### config.mk
export PLATFORM = sky130hd
export DESIGN_NAME = score_bcd_display
export DESIGN_NICKNAME = d
export VERILOG_FILES = /design/src/rtl/score_pkg.sv /design/src/rtl/bcd_double_dabble.sv /design/src/rtl/score_bcd_display.sv
export SDC_FILE = /design/constraint.sdc
export NUM_CORES = 1
export LEC_CHECK = 0
export ABC_AREA = 1
export CORE_AREA = 3 3 123 125
export DETAILED_ROUTE_END_ITERATION = 10
export DIE_AREA = 0 0 126 128
export MAX_ROUTING_LAYER = met4
export PLACE_DENSITY = 0.85
export SLEW_MARGIN = 10
export SYNTH_ARGS = -nofsm -noshare
export SYNTH_HDL_FRONTEND = slang
export SYNTH_HIERARCHICAL = 1
export SYNTH_SLANG_ARGS = --single-unit
### constraint.sdc
create_clock -name Clk -period 7.28 [get_ports Clk]
set_input_delay 1.092 -clock Clk [delete_from_list [all_inputs] [get_ports Clk]]
set_output_delay 1.092 -clock Clk [all_outputs]
set_load 0.005 [all_outputs]
### src/rtl/score_pkg.sv
// Shared types and constants for the score BCD display: FSM states, glyph
// defaults, sprite index base, and an elaboration-time power-of-ten helper.
package score_pkg;

  typedef enum logic [1:0] {
    IDLE    = 2'd0,
    CONVERT = 2'd1,
    COMMIT  = 2'd2
  } state_t;

  localparam int GLYPH_W_DEF = 12;
  localparam int GLYPH_H_DEF = 12;

  // Digit sprites occupy ROM slots SPR_DIGIT_0 .. SPR_DIGIT_0+9.
  localparam logic [3:0] SPR_DIGIT_0 = 4'd0;
  localparam logic [3:0] SPR_NONE    = 4'd0;

  function automatic logic [63:0] pow10(input int n);
    logic [63:0] r;
    r = 64'd1;
    for (int k = 0; k < n; k++) r = r * 64'd10;
    return r;
  endfunction

endpackage

### src/rtl/bcd_double_dabble.sv
// Iterative binary-to-BCD converter: one shift-and-add-3 step per clock,
// SCORE_W steps per conversion. o_done flags the final step.
module bcd_double_dabble #(
  parameter int SCORE_W    = 20,
  parameter int NUM_DIGITS = 6
) (
  input  logic                    i_clk,
  input  logic                    i_rst,
  input  logic                    i_start,
  input  logic [SCORE_W-1:0]      i_value,
  output logic                    o_done,
  output logic [4*NUM_DIGITS-1:0] o_bcd
);

  localparam int BW = 4 * NUM_DIGITS;
  localparam int CW = $clog2(SCORE_W + 1);

  logic [SCORE_W-1:0] r_shift;
  logic [BW-1:0]      r_bcd;
  logic [CW-1:0]      r_cnt;
  logic               r_run;
  logic [BW-1:0]      w_adj;

  always_comb begin
    w_adj = r_bcd;
    for (int k = 0; k < NUM_DIGITS; k++)
      if (r_bcd[4*k +: 4] >= 4'd5) w_adj[4*k +: 4] = r_bcd[4*k +: 4] + 4'd3;
  end

  assign o_done = r_run && (r_cnt == CW'(SCORE_W - 1));
  assign o_bcd  = r_bcd;

  always_ff @(posedge i_clk or posedge i_rst) begin
    if (i_rst) begin
      r_shift <= '0;
      r_bcd   <= '0;
      r_cnt   <= '0;
      r_run   <= 1'b0;
    end else if (i_start) begin
      r_shift <= i_value;
      r_bcd   <= '0;
      r_cnt   <= '0;
      r_run   <= 1'b1;
    end else if (r_run) begin
      r_bcd   <= {w_adj[BW-2:0], r_shift[SCORE_W-1]};
      r_shift <= {r_shift[SCORE_W-2:0], 1'b0};
      r_cnt   <= r_cnt + CW'(1);
      if (o_done) r_run <= 1'b0;
    end
  end

endmodule

### src/rtl/score_bcd_display.sv
// Score / high-score digit display: load FSM around the BCD converter,
// high-score tracking, and the DrawX/DrawY digit-cell decoder.
module score_bcd_display
  import score_pkg::*;
#(
  parameter int SCORE_W    = 20,
  parameter int NUM_DIGITS = 6,
  parameter int GLYPH_W    = GLYPH_W_DEF,
  parameter int GLYPH_H    = GLYPH_H_DEF,
  parameter int SCORE_X    = 72,
  parameter int HI_X       = 216,
  parameter int ROW_Y      = 54,
  parameter int BLANK_LZ   = 1
) (
  input  logic               Clk,
  input  logic               Reset,
  input  logic [9:0]         DrawX,
  input  logic [9:0]         DrawY,
  input  logic [SCORE_W-1:0] score,
  input  logic               score_load,
  input  logic               hiscore_clear,
  output logic               busy,
  output logic [SCORE_W-1:0] hiscore,
  output logic               is_digit,
  output logic [3:0]         digit_sprite,
  output logic               digit_row
);

  localparam int          BW  = 4 * NUM_DIGITS;
  localparam logic [63:0] LIM = pow10(NUM_DIGITS) - 64'd1;

  state_t             r_state, w_next;
  logic               w_start, w_done;
  logic [SCORE_W-1:0] w_start_val, w_clamped;
  logic               r_pend;
  logic [SCORE_W-1:0] r_pend_val, r_operand, r_hiscore;
  logic [BW-1:0]      r_score_bcd, r_hi_bcd, w_bcd;

  assign w_clamped = (64'(score) > LIM) ? LIM[SCORE_W-1:0] : score;

  bcd_double_dabble #(.SCORE_W(SCORE_W), .NUM_DIGITS(NUM_DIGITS)) u_dd (
    .i_clk   (Clk),
    .i_rst   (Reset),
    .i_start (w_start),
    .i_value (w_start_val),
    .o_done  (w_done),
    .o_bcd   (w_bcd)
  );

  // A load arriving in COMMIT is newer than anything pending, so it wins.
  always_comb begin
    w_next      = r_state;
    w_start     = 1'b0;
    w_start_val = w_clamped;
    case (r_state)
      IDLE: if (score_load) begin
        w_start = 1'b1;
        w_next  = CONVERT;
      end
      CONVERT: if (w_done) w_next = COMMIT;
      COMMIT: begin
        if (score_load) begin
          w_start = 1'b1;
          w_next  = CONVERT;
        end else if (r_pend) begin
          w_start     = 1'b1;
          w_start_val = r_pend_val;
          w_next      = CONVERT;
        end else begin
          w_next = IDLE;
        end
      end
      default: w_next = IDLE;
    endcase
  end

  always_ff @(posedge Clk or posedge Reset) begin
    if (Reset) begin
      r_state    <= IDLE;
      r_pend     <= 1'b0;
      r_pend_val <= '0;
      r_operand  <= '0;
    end else begin
      r_state <= w_next;
      if (w_start) r_operand <= w_start_val;
      if (r_state == COMMIT) begin
        r_pend <= 1'b0;
      end else if (r_state == CONVERT && score_load) begin
        r_pend     <= 1'b1;
        r_pend_val <= w_clamped;
      end
    end
  end

  always_ff @(posedge Clk or posedge Reset) begin
    if (Reset) begin
      r_score_bcd <= '0;
      r_hi_bcd    <= '0;
      r_hiscore   <= '0;
    end else begin
      if (r_state == COMMIT) r_score_bcd <= w_bcd;
      if (hiscore_clear) begin
        r_hiscore <= '0;
        r_hi_bcd  <= '0;
      end else if (r_state == COMMIT && r_operand > r_hiscore) begin
        r_hiscore <= r_operand;
        r_hi_bcd  <= w_bcd;
      end
    end
  end

  assign busy    = (r_state != IDLE);
  assign hiscore = r_hiscore;

  // Per-cell draw mask: a cell is lit once any digit at or above it is nonzero.
  logic [NUM_DIGITS-1:0] w_sc_lit, w_hi_lit;
  always_comb begin
    logic sc_on, hi_on;
    sc_on    = (BLANK_LZ == 0);
    hi_on    = (BLANK_LZ == 0);
    w_sc_lit = '0;
    w_hi_lit = '0;
    for (int i = 0; i < NUM_DIGITS; i++) begin
      sc_on = sc_on | (r_score_bcd[4*(NUM_DIGITS-1-i) +: 4] != 4'd0) | (i == NUM_DIGITS-1);
      hi_on = hi_on | (r_hi_bcd[4*(NUM_DIGITS-1-i) +: 4] != 4'd0) | (i == NUM_DIGITS-1);
      w_sc_lit[i] = sc_on;
      w_hi_lit[i] = hi_on;
    end
  end

  logic [31:0] w_x, w_y;
  logic        w_yin;
  assign w_x   = 32'(DrawX);
  assign w_y   = 32'(DrawY);
  assign w_yin = (w_y >= 32'(ROW_Y)) && (w_y < 32'(ROW_Y + GLYPH_H));

  always_comb begin
    is_digit     = 1'b0;
    digit_sprite = SPR_NONE;
    digit_row    = 1'b0;
    if (w_yin) begin
      for (int i = 0; i < NUM_DIGITS; i++) begin
        if (w_x >= 32'(SCORE_X + i*GLYPH_W) && w_x < 32'(SCORE_X + (i+1)*GLYPH_W)) begin
          is_digit     = w_sc_lit[i];
          digit_sprite = SPR_DIGIT_0 + r_score_bcd[4*(NUM_DIGITS-1-i) +: 4];
          digit_row    = 1'b0;
        end else if (w_x >= 32'(HI_X + i*GLYPH_W) && w_x < 32'(HI_X + (i+1)*GLYPH_W)) begin
          is_digit     = w_hi_lit[i];
          digit_sprite = SPR_DIGIT_0 + r_hi_bcd[4*(NUM_DIGITS-1-i) +: 4];
          digit_row    = 1'b1;
        end
      end
    end
  end

endmodule

==> summary.txt <==
total clock sinks = 161
Final ANT Viol Nets = 0
Setup TNS = 0 ps
Pint = 0.00162 W
die area = 16100 um^2
CP endpoint kind = primary output
DRC viols = 0
RePlAce Congestion = 0.869
Final Hold Viols = 0
Avg Inst Size Synth = 7.48 um^2
placed wire-length estimate = 14.6 mm
CP max-delay cell = clkdlybuf4s50_1
Setup crit start kind = input port
Max VDD drop = 174 uV
clock root buffer master = clkbuf_16
post-synth net total = 1250
total power = 0.00232 W
Syn Std Cell Area = 8770 um^2
Inserted Diodes = 0
final design area excluding fillers = 10100 um^2
status = finished clean
number of global-route vias before repair = 7852
Final Routed Wirelength = 22.2 mm
CTS max path bufs = 2
CP required = 6190 ps
gr ovfl total = 0
pwr dens = 229 nW/um^2
Yosys reg bits = 161
max_slew headroom = 0.300
RSZ-0062 raised after global routing = false
layout cells sized above 1 = 0.0500
row count = 43
fin nets = 1304
actual slew at the worst max-slew pin = 1040 ps
CTS Hold Bufs = 0
final slew viol count = 0
Cell Chain, Critical Path = clkdlybuf4s50_1 > inv_1 > nor2_1 > nor2_1 > o21ai_0 > nor2_1 > a21oi_1 > nand4_1 > nand2_1 > nand3_1 > nand2_1 > inv_1 > clkdlybuf4s50_1
Core Region = 14000 um^2
largest net degree at the start of global routing = 59
antenna violations before repair = 0
CP dominant cell by count = nor2_1
commonest cells after routing, fill and taps aside = nand2_1 (437), dfrtp_1 (161), inv_1 (134)
Post-CTS Resized = 0
first-pass GRT wire length = 37.3 mm
Max-Cap Viols = 0
Setup Buffers After CTS = 0
Flop pwr share = 0.470
RR Endpoint = u_dd/r_shift[6]$_DFFE_PP0P_
worst-skew pair later-pin latency = 430 ps
Clock Skews = 9.76 ps
Final Critical Period = 4670 ps
TritonCTS Buffers = 17
reg2reg path depth = 8
IO buf count = 67
Final Setup Violations = 0
synth warn = 6
Final period util = 0.641
I/O pin count = 71
Starting Density = 0.627
DRT iter0 DRCs = 744
placed cell areas = 9530 um^2
chip width = 126 um
Reg2Reg Setup Slack = 3950 ps
Critical Path AT = 3570 ps
fmax = 214 MHz
Clock Power Share = 0.389
Leak = 5.24 nW
DR vias = 8275
CP peak stage delay = 520 ps
routed vias/inst = 5.83
GRT Util Overall = 0.293
area grow syn2layout = 15.4%
Hold Crit Start = r_score_bcd[7]$_DFFE_PP0P_
Avg WL per Cell = 15.7 um
clock slew at reported path FFs = 70 ps
die span in y = 128 um
Comb power frac = 0.141
Worst Path Class, Setup = input port to primary output
origin of the critical flop-to-flop path = r_state[0]$_DFFE_PP0P_
CTS tree = built
hold path depth = 2
post-layout util = 0.724
register area share after synthesis = 0.459
Worst Hold Path EP = r_score_bcd[7]$_DFFE_PP0P_
crit-path max FO = 7
commonest non-fill, non-tap cell in the layout = nand2_1
First-pass DRT Iterations = 6
Syn Inst Count = 1173
Hold WS = 481 ps
switch share = 0.300
Hold Crit Class = register to register
switching pwr = 0.000694 W
number of library cell types mapped by synthesis = 42
H-tree Lvls = 4
-- cells in the mapped netlist --
| library cell | n | area [um^2] |
|---|---|---|
| o21ai_0 | 77 | 385 |
| or4_1 | 1 | 7.51 |
| or3_1 | 1 | 6.26 |
| a22o_1 | 1 | 8.76 |
| o21ai_2 | 1 | 8.76 |
| nand3_4 | 1 | 17.5 |
| a21oi_1 | 25 | 125 |
| nand2_2 | 1 | 6.26 |
| nand3b_1 | 3 | 22.5 |
| dfrtp_1 | 161 | 4030 |
| buf_2 | 12 | 60.1 |
| buf_4 | 1 | 7.51 |
| nor2_4 | 1 | 11.3 |
| clkbuf_1 | 21 | 78.8 |
| nor4b_2 | 1 | 15.0 |
| nor2_1 | 50 | 188 |
| nand3_2 | 1 | 10.0 |
| o21ai_1 | 5 | 25.0 |
| and2_1 | 1 | 6.26 |
| ha_1 | 33 | 413 |
| o311ai_0 | 1 | 8.76 |
| buf_6 | 4 | 45.0 |
| nor2_2 | 1 | 6.26 |
| o221a_2 | 1 | 11.3 |
| o41ai_1 | 1 | 8.76 |
| nor3_1 | 6 | 30.0 |
| nand2_1 | 437 | 1640 |
| a22oi_1 | 2 | 15.0 |
| or2_0 | 1 | 6.26 |
| nor2_8 | 1 | 20.0 |
| o221ai_1 | 7 | 61.3 |
| inv_1 | 136 | 510 |
| nor3b_1 | 1 | 7.51 |
| o211ai_1 | 9 | 67.6 |
| nor4_1 | 4 | 25.0 |
| or2_2 | 7 | 43.8 |
| inv_2 | 5 | 18.8 |
| nand4_1 | 36 | 225 |
| o21a_1 | 3 | 22.5 |
| nand3_1 | 103 | 515 |
| o22ai_1 | 7 | 43.8 |
| clkinv_1 | 2 | 7.51 |
-- worst max-delay path by stage --
stage	start	endpoint	slack (ps)
floorplan	Reset	hiscore[0]$_DFFE_PP0P_	3260
global placement	DrawX[4]	digit_sprite[0]	2660
detailed placement	DrawX[4]	digit_sprite[0]	2670
CTS	DrawX[4]	digit_sprite[0]	2670
global route	DrawX[9]	digit_sprite[1]	2370
finish	DrawX[4]	digit_sprite[0]	2610
-- sequential cells by signal, indices dropped and copies added, names as in the netlist --
signal        count
r_pend            1
r_operand        20
r_pend_val       20
r_hi_bcd         24
r_score_bcd      24
r_state           2
u_dd/r_run        1
u_dd/r_shift     20
u_dd/o_bcd       24
hiscore          20
u_dd/r_cnt        5
-- cell families (layout without fill, tap and decap cells) --
logic type / after synthesis / count (layout) / share of synthesized area
and+or+nand+nor: 658 / 658 / 0.320
buffers and inverters: 181 / 248 / 0.0830
DFF: 161 / 161 / 0.459
AOI/OAI and AO/OA: 140 / 140 / 0.0903
adders and majority gates: 33 / 33 / 0.0471
-- power groups by stage --
stage | Combinational (W) | Clock (W) | Sequential [W]
after global routing | 0.000380 | 0.000943 | 0.00110
after CTS | 0.000326 | 0.000905 | 0.00108
after detailed placement | 0.000318 | 0 | 0.00110
after floorplan | 0.000235 | 0 | 0.00106
final | 0.000327 | 0.000901 | 0.00109
after global placement | 0.000304 | 0 | 0.00109
-- stage by stage --
| step | instances | worst slack (ps) |
|---|---|---|
| 6_report | 1420 | 2610 |
| 5_1_grt | 1420 | 2370 |
| 4_1_cts | 1420 | 2670 |
| 3_5_place_dp | 1388 | 2670 |
| 3_3_place_gp | 1388 | 2660 |
| 2_1_floorplan | 1173 | 3260 |
-- worst max-delay path, delay by kind of cell --
family,cells,cell delay (ps)
buffers and inverters,4,1210
and+or+nand+nor,7,1050
AOI/OAI and AO/OA,2,210
-- layer usage --
metal / part of all wire / routed length [um] / track usage
met1: 0.43 / 9570 / 0.393
met2: 0.47 / 10400 / 0.455
met3: 0.083 / 1850 / 0.0629
met4: 0.020 / 435 / 0.0896
met5: 0 / 0 / -
-- area by class of cell --
class | instances | area [um^2]
flip-flops and latches | 161 | 4030
clock buffers | 19 | 453
fillers | 1051 | 3870
well taps | 180 | 225
clock inverters | 13 | 141
multi-input cells | 831 | 4020
repair buffers | 73 | 716
inverters | 143 | 539
No activity file was read; power rests on OpenSTA's default activity.
